$ cat src/rtl/spi_logic_master.sv
// spi_logic_master: single-channel SPI master (8/16/32-bit, CPOL/CPHA, MSB/LSB first).
// Optional build macro SPI_LOOPBACK_EN: SPI_CTRL[7] routes MOSI back into the
// receive shifter in place of MISO. When undefined, MISO is always used.
module spi_logic_master (
  input  logic        clk_cpu,
  input  logic        rst,
  input  logic [31:0] SPI_BITRATE,
  input  logic [31:0] SPI_DATA_OUT,
  output logic [31:0] SPI_DATA_IN,
  input  logic [8:0]  SPI_CTRL,
  output logic        SCK,
  output logic        MOSI,
  input  logic        MISO,
  output logic        SS,
  output logic        IRQ_SPI
);

  typedef enum logic [1:0] {IDLE, SHIFT, DONE} state_t;

  state_t      state_q, state_d;
  logic        start_q;
  logic [31:0] h_q, h_d;
  logic [31:0] cnt_q, cnt_d;
  logic [6:0]  edge_q, edge_d;
  logic [1:0]  size_q, size_d;
  logic        cpha_q, cpha_d, cpol_q, cpol_d, msb_q, msb_d, irqen_q, irqen_d;
  logic        lb_q, lb_d;
  logic [31:0] tx_q, tx_d, rx_q, rx_d, din_q, din_d;
  logic        sck_q, sck_d, mosi_q, mosi_d, ss_q, ss_d, irq_q, irq_d;

  logic        start_edge, tick, leading, do_sample, do_drive, rx_in;
  logic [6:0]  n2, k;

  assign start_edge = SPI_CTRL[1] & ~start_q & SPI_CTRL[2];

`ifdef SPI_LOOPBACK_EN
  assign rx_in = lb_q ? mosi_q : MISO;
`else
  logic unused_lb;
  assign unused_lb = SPI_CTRL[7] | lb_q;
  assign rx_in     = MISO;
`endif

  // Number of SCK edges for the latched transfer size (two per bit)
  always_comb begin
    case (size_q)
      2'b00:   n2 = 7'd16;
      2'b01:   n2 = 7'd32;
      default: n2 = 7'd64;
    endcase
  end

  // Next-state and datapath: all outputs are registered so pins never glitch
  always_comb begin
    state_d   = state_q;
    h_d       = h_q;
    cnt_d     = cnt_q;
    edge_d    = edge_q;
    size_d    = size_q;
    cpha_d    = cpha_q;
    cpol_d    = cpol_q;
    msb_d     = msb_q;
    irqen_d   = irqen_q;
    lb_d      = lb_q;
    tx_d      = tx_q;
    rx_d      = rx_q;
    din_d     = din_q;
    sck_d     = sck_q;
    mosi_d    = mosi_q;
    ss_d      = ss_q;
    // Completion flag drops once software lowers START
    irq_d     = irq_q & SPI_CTRL[1];
    tick      = 1'b0;
    k         = edge_q + 7'd1;
    leading   = 1'b0;
    do_sample = 1'b0;
    do_drive  = 1'b0;

    case (state_q)
      IDLE: begin
        ss_d  = 1'b1;
        sck_d = SPI_CTRL[6];
        if (start_edge) begin
          state_d = SHIFT;
          h_d     = (SPI_BITRATE == 32'd0) ? 32'd1 : SPI_BITRATE;
          cnt_d   = 32'd0;
          edge_d  = 7'd0;
          size_d  = SPI_CTRL[5:4];
          cpha_d  = SPI_CTRL[0];
          cpol_d  = SPI_CTRL[6];
          msb_d   = SPI_CTRL[3];
          irqen_d = SPI_CTRL[8];
          lb_d    = SPI_CTRL[7];
          rx_d    = 32'd0;
          irq_d   = 1'b0;
          ss_d    = 1'b0;
          // MSB-first words are left-aligned so the next bit is always tx[31]
          if (SPI_CTRL[3]) begin
            case (SPI_CTRL[5:4])
              2'b00:   tx_d = {SPI_DATA_OUT[7:0], 24'd0};
              2'b01:   tx_d = {SPI_DATA_OUT[15:0], 16'd0};
              default: tx_d = SPI_DATA_OUT;
            endcase
            mosi_d = tx_d[31];
          end else begin
            tx_d   = SPI_DATA_OUT;
            mosi_d = SPI_DATA_OUT[0];
          end
        end
      end

      SHIFT: begin
        if (!SPI_CTRL[2]) begin
          // Abort: drop the transfer without touching received data or IRQ
          state_d = IDLE;
          ss_d    = 1'b1;
          sck_d   = cpol_q;
        end else begin
          tick  = (cnt_q == h_q - 32'd1);
          cnt_d = tick ? 32'd0 : cnt_q + 32'd1;
          if (tick) begin
            if (edge_q == n2) begin
              // Final half-period elapsed: publish the received word
              state_d = DONE;
              ss_d    = 1'b1;
              irq_d   = irqen_q;
              if (msb_q) din_d = rx_q;
              else begin
                case (size_q)
                  2'b00:   din_d = rx_q >> 24;
                  2'b01:   din_d = rx_q >> 16;
                  default: din_d = rx_q;
                endcase
              end
            end else begin
              edge_d    = k;
              sck_d     = ~sck_q;
              leading   = k[0];
              do_sample = cpha_q ? ~leading : leading;
              // First bit is already on MOSI; never drive past the last bit
              do_drive  = cpha_q ? (leading && k != 7'd1) : (~leading && k != n2);
              if (do_sample)
                rx_d = msb_q ? {rx_q[30:0], rx_in} : {rx_in, rx_q[31:1]};
              if (do_drive) begin
                tx_d   = msb_q ? (tx_q << 1) : (tx_q >> 1);
                mosi_d = msb_q ? tx_q[30] : tx_q[1];
              end
            end
          end
        end
      end

      DONE: begin
        state_d = IDLE;
        ss_d    = 1'b1;
      end

      default: state_d = IDLE;
    endcase
  end

  // State and datapath registers
  always_ff @(posedge clk_cpu or posedge rst) begin
    if (rst) begin
      state_q <= IDLE;
      start_q <= 1'b0;
      h_q     <= 32'd1;
      cnt_q   <= 32'd0;
      edge_q  <= 7'd0;
      size_q  <= 2'b00;
      cpha_q  <= 1'b0;
      cpol_q  <= 1'b0;
      msb_q   <= 1'b0;
      irqen_q <= 1'b0;
      lb_q    <= 1'b0;
      tx_q    <= 32'd0;
      rx_q    <= 32'd0;
      din_q   <= 32'd0;
      sck_q   <= 1'b0;
      mosi_q  <= 1'b0;
      ss_q    <= 1'b1;
      irq_q   <= 1'b0;
    end else begin
      state_q <= state_d;
      start_q <= SPI_CTRL[1];
      h_q     <= h_d;
      cnt_q   <= cnt_d;
      edge_q  <= edge_d;
      size_q  <= size_d;
      cpha_q  <= cpha_d;
      cpol_q  <= cpol_d;
      msb_q   <= msb_d;
      irqen_q <= irqen_d;
      lb_q    <= lb_d;
      tx_q    <= tx_d;
      rx_q    <= rx_d;
      din_q   <= din_d;
      sck_q   <= sck_d;
      mosi_q  <= mosi_d;
      ss_q    <= ss_d;
      irq_q   <= irq_d;
    end
  end

  assign SPI_DATA_IN = din_q;
  assign SCK         = sck_q;
  assign MOSI        = mosi_q;
  assign SS          = ss_q;
  assign IRQ_SPI     = irq_q;

endmodule

$ cat config.mk
export PLATFORM = sky130hd
export DESIGN_NAME = spi_logic_master
export DESIGN_NICKNAME = d
export VERILOG_FILES = /design/src/rtl/spi_logic_master.sv
export SDC_FILE = /design/constraint.sdc
export NUM_CORES = 1
export LEC_CHECK = 0
export ABC_AREA = 1
export CORE_MARGIN = 1.5
export CORE_UTILIZATION = 45
export CTS_CLUSTER_SIZE = 25
export DETAILED_ROUTE_END_ITERATION = 8
export PLACE_DENSITY = 0.63
export RECOVER_POWER = 25
export SYNTH_ARGS = -nofsm -noshare
export SYNTH_HDL_FRONTEND = slang
export SYNTH_SLANG_ARGS = --single-unit
$ cat constraint.sdc
create_clock -name clk_cpu -period 8.5 [get_ports clk_cpu]
set_clock_uncertainty 0.2 [all_clocks]
set_input_delay 1.7 -clock clk_cpu [delete_from_list [all_inputs] [get_ports clk_cpu]]
set_output_delay 1.7 -clock clk_cpu [all_outputs]
set_load 0.005 [all_outputs]
Yosys cells after proc, flatten, opt, wreduce, memory -nomap -nowiden
Index checks and enable logic that the tools add are counted. W data, S select, Z words.

Add/subtract/negate cells: 3. Bitwise gates (word level): 6. Reductions and logical operators: 17. Equality and inequality tests: 17. Muxes and demuxes: 57.

Operators with widths (number): $mux W32 (17); $pmux W32 S2 (5); $add A32 B1 Y32 const B (1); $eq A32 B32 Y1 (1); $logic_not A32 Y1 (1); $sub A32 B1 Y32 const B (1); $mux W7 (4); $pmux W7 S2 (2); $mux W1 (20); $ne A2 B2 Y1 const B (6); $reduce_and A3 Y1 (4); $reduce_and A6 Y1 (2); $ne A3 B3 Y1 const B (3); $mux W2 (4); $add A7 B1 Y7 const B (1); $eq A7 B7 Y1 (1); $ne A7 B1 Y1 const B (1); $ne A7 B7 Y1 (1); $eq A2 B1 Y1 const B (3); $logic_not A2 Y1 (3); $pmux W1 S2 (3); $reduce_and A5 Y1 (1); $pmux W2 S2 (1); $reduce_and A4 Y1 (1); other kinds (8) (13).

Flip-flop bits (word level): 180. Output and inout bits: 36.

Longest topological paths before layout
Depth after elaboration: 10. Depth in mapped cells: 21. Gate-level depth less buffers: 20.

Worst setup path before layout
OpenSTA, ideal clock, no wires.

Kind: input to register. Start: input SPI_CTRL[2]. End: register cnt_q[29]. Cell stages on the path: 14. Data arrival time: 3.101 ns. Slack: 5.113 ns. Path buffers: 0. Path through: inv_1 nor2_1 nand2_1 nand2_1 nand2_1 nor2_1 nand2_1 nor2_1 nand2_1 nor3_1 nand2_1 nor2_1 a21oi_1 nor3_1.

Word-level cells in the longest chain between the ends: 3. Elaborated cells on any way between the ends: 4.

RTL lines: start, declared (line 10) `input logic [8:0] SPI_CTRL,`; $and A1 B1 Y1 (line 34) `assign start_edge = SPI_CTRL[1] & ~start_q & SPI_CTRL[2];`; $ne A2 B2 Y1 (no source line); $reduce_and A3 Y1 (no source line) *; end signal, assigned (line 187) `cnt_q <= cnt_d;`; end, declared (line 23) `logic [31:0] cnt_q, cnt_d;`.

Every way passes the cells marked *; elsewhere a longest branch is shown, timed or not. A chain may end at the register's enable or synchronous reset.

==> impl_metrics.toml <==
[clock_network]
cts_made_buffers = 17
cts-root-to-sink-buffers = 2
root_buffer = "sky130_fd_sc_hd__clkbuf_16"
cts.sink_count = 180
insertion_delay_ps = 450
path_clk_slew_ps = 80
postCtsHoldBufs = 0
post_cts.repair.setup_buffers = 0
post_cts_resized = 0
ctsHtreeMaxLevel = 4
cts_tree = "built"

[place]
detailed_place_hpwl_mm = 21.2
place_area_mm2 = 0.0124
port_buffers = 110
gp_routability_congestion = 0.909

[synth]
synth_enable_flop_cells = 0
yosysUniqueCellTypes = 44
synth.top_cells.by_area = "sky130_fd_sc_hd__dfrtp_1 40%, sky130_fd_sc_hd__nand2_1 15%, sky130_fd_sc_hd__nor2_1 5.5%, sky130_fd_sc_hd__inv_1 5.2%, sky130_fd_sc_hd__nand4_1 4.9%"
synth_top_area_share_pct = 40.0
synth_nets = 1607
async_flop_share_pct = 100
postSynthRegisterBits = 180
netlist.top_cell.by_area = "sky130_fd_sc_hd__dfrtp_1"
ys_seq_area_share_pct = 40.5
synth_area_mm2 = 0.0111
postSynth.topFlopCell = "sky130_fd_sc_hd__dfrtp_1"
synth_warnings = 0
synthesis.instances = 1523
avgSynthCellArea_um2 = 7.31

[die]
floorplan.die.height_um = 160
fp.coreArea_mm2 = 0.0243
initial_utilization_pct = 45.8
die_area_mm2 = 0.0257
die_boundary_width_um = 160
rows = 57
num_io_pins = 112

[drt]
avgViaCountPerCell = 5.50
antenna_violating_nets_post_route = 0
num_vias = 10600
route.detailed.drc = 0
wire_per_inst_um = 16.0
detail_route.first_pass.iterations = 7
drt_first_iter_violations = 941
finalWirelength_mm = 30.8

[cells_and_area]
area_growth_syn_to_layout_pct = 17.3
finish.net_count = 1675
final_cell_mix = "452 x sky130_fd_sc_hd__nand2_1, 178 x sky130_fd_sc_hd__dfrtp_1, 163 x sky130_fd_sc_hd__nor2_1, 154 x sky130_fd_sc_hd__inv_1, 109 x sky130_fd_sc_hd__clkdlybuf4s50_1"
drive_above_1_share_pct = 5.74
final.fill_count = 2347
layout.cell_area.non_filler_mm2 = 0.0131
layout_commonest_cell = "sky130_fd_sc_hd__nand2_1"
num_antenna_cells = 0
final_core_utilization_pct = 53.7

[timing]
hold_viol_final = 0
minimum_clock_period_after_layout_ps = 5530
grt_setup_unrepaired = "no"
setup_viol_count_final = 0
tns_ps = 0
max_slew.worst_pin.slew_ps = 4560
fmax_mhz = 181
maxSlewViolCount = 106
post-route-period-util_pct = 65.1
timing.slew.headroom_pct = -204

[worst_setup_path]
crit_path_end = "rx_q[28]"
start_kind = "input port"
r2r_slack_ps = 4470
reg2reg_to = "SPI_DATA_IN[20]"
required_ps = 8730
reg2reg_depth = 11
kind_of_capture_point_of_the_worst_setup_path = "asynchronous set/reset pin"
timing.critical_path.from = "rst"
timing.setup.critical_path_class = "in -> async"
regToRegStartpoint = "size_q[1]"
worst-path-max-fanout = 105
timing.critical_path.arrival_ps = 5760

[run]
maxCapViolCount = 1

[global_routing]
grt_start_max_net_pins = 106
global_route.usage.met2_pct = 42.4
grt_first_pass_wirelength_mm = 51.0
busiest_layer = "met2"
number_of_antenna_violations_at_the_first_check_in_global_routing = 0
groute.layer.met1.usage_pct = 31.7
track_usage_pct = 24.4
via_count_of_the_first_global_routing_pass = 10100
gr-total-overflow = 0
use_met3_pct = 3.12

[power]
vdd.ir_drop.worst_mv = 0.175
power_leakage_nw = 6.05
power_density_mw_per_mm2 = 274

[run_status]
outcome = "complete, but fails checks"
violations = "capacitance limit, slew limit"

[min_path]
min_delay_worst_type = "reg -> reg"
## synth_stat cells (13+ instances only)
cell type                    n
sky130_fd_sc_hd__xnor2_1    21
sky130_fd_sc_hd__o21ai_0    46
sky130_fd_sc_hd__o22ai_1    34
sky130_fd_sc_hd__inv_1     155
sky130_fd_sc_hd__clkbuf_1   45
sky130_fd_sc_hd__nand4_1    88
sky130_fd_sc_hd__nor4_1     13
sky130_fd_sc_hd__nand3_1    69
sky130_fd_sc_hd__o21a_1     17
sky130_fd_sc_hd__dfrtp_1   178
sky130_fd_sc_hd__o221ai_1   24
sky130_fd_sc_hd__mux2_2     23
sky130_fd_sc_hd__nand2_1   454
sky130_fd_sc_hd__nor3_1     14
sky130_fd_sc_hd__a21oi_1    22
sky130_fd_sc_hd__xor2_1     37
sky130_fd_sc_hd__nor2_1    163
sky130_fd_sc_hd__buf_2      16
sky130_fd_sc_hd__a22oi_1    22
## flip-flops by register name, indices dropped and copies added (netlist names), 2 cells and up
signal / flops
tx_q: 32
size_q: 2
state_q: 2
rx_q: 32
SPI_DATA_IN: 32
cnt_q: 32
edge_q: 7
h_q: 32
## worst min-delay path by stage
stage / to / cells past startpoint / slack, ps / start
floorplan: tx_q[1] / 2 / 250 / tx_q[1]
global placement: SS / 2 / 250 / SS
detailed placement: SS / 2 / 250 / SS
CTS: SS / 2 / 270 / SS
global route: SS / 2 / 310 / SS
finish: SS / 2 / 260 / SS
## cells by family (layout without fill, tap and decap cells)
family | Yosys count | count (layout) | synth area share [%]
and+or+nand+nor | 830 | 830 | 32.1
DFF | 180 | 180 | 40.5
buffers and inverters | 232 | 313 | 8.37
muxes | 23 | 23 | 2.33
xor gates and xnor gates | 58 | 58 | 4.56
adders and majority gates | 8 | 8 | 0.899
AOI/OAI and AO/OA | 192 | 192 | 11.3
## final cells by class
| type | instances | area [um2] | area share [%] |
|---|---|---|---|
| Clock buffer | 17 | 425 | 3.26 |
| Clock inverter | 15 | 216 | 1.66 |
| Inverter | 158 | 594 | 4.55 |
| Multi-Input combinational cell | 1111 | 5710 | 43.7 |
| Sequential cell | 180 | 4510 | 34.5 |
| Tap cell | 324 | 405 | 3.10 |
| Timing Repair Buffer | 123 | 1200 | 9.18 |
## per-stage QoR
step | cells | power (mW) | worst slack, ps | hold WS (ps)
global placement | 1896 | 2.70 | 3830 | 251
CTS | 1928 | 3.58 | 4250 | 266
global route | 1928 | 3.82 | 2010 | 307
floorplan | 1523 | 2.32 | 1720 | 249
finish | 1928 | 3.57 | 2970 | 265
detailed placement | 1896 | 2.72 | 3790 | 252
## report_power, final
part,internal (mW),switching (mW)
Combinational,0.475,0.997
Clock,0.412,0.436
Sequential,1.03,0.217
Total,1.92,1.65
## worst max-delay path, cell delays in order
cell and delay (ps):
sky130_fd_sc_hd__clkdlybuf4s50_1 410, sky130_fd_sc_hd__clkinvlp_2 2490, sky130_fd_sc_hd__buf_4 1090
## layer usage
metal | part of all wire (%) | wire length, um | up-vias
li1 | - | - | 5191
met1 | 44 | 13600 | 5043
met2 | 49 | 15200 | 323
met3 | 4.6 | 1420 | 53
met4 | 2.2 | 665 | 0
met5 | 0 | 0 | -
Note: power is estimated with default switching activity, not from simulation.
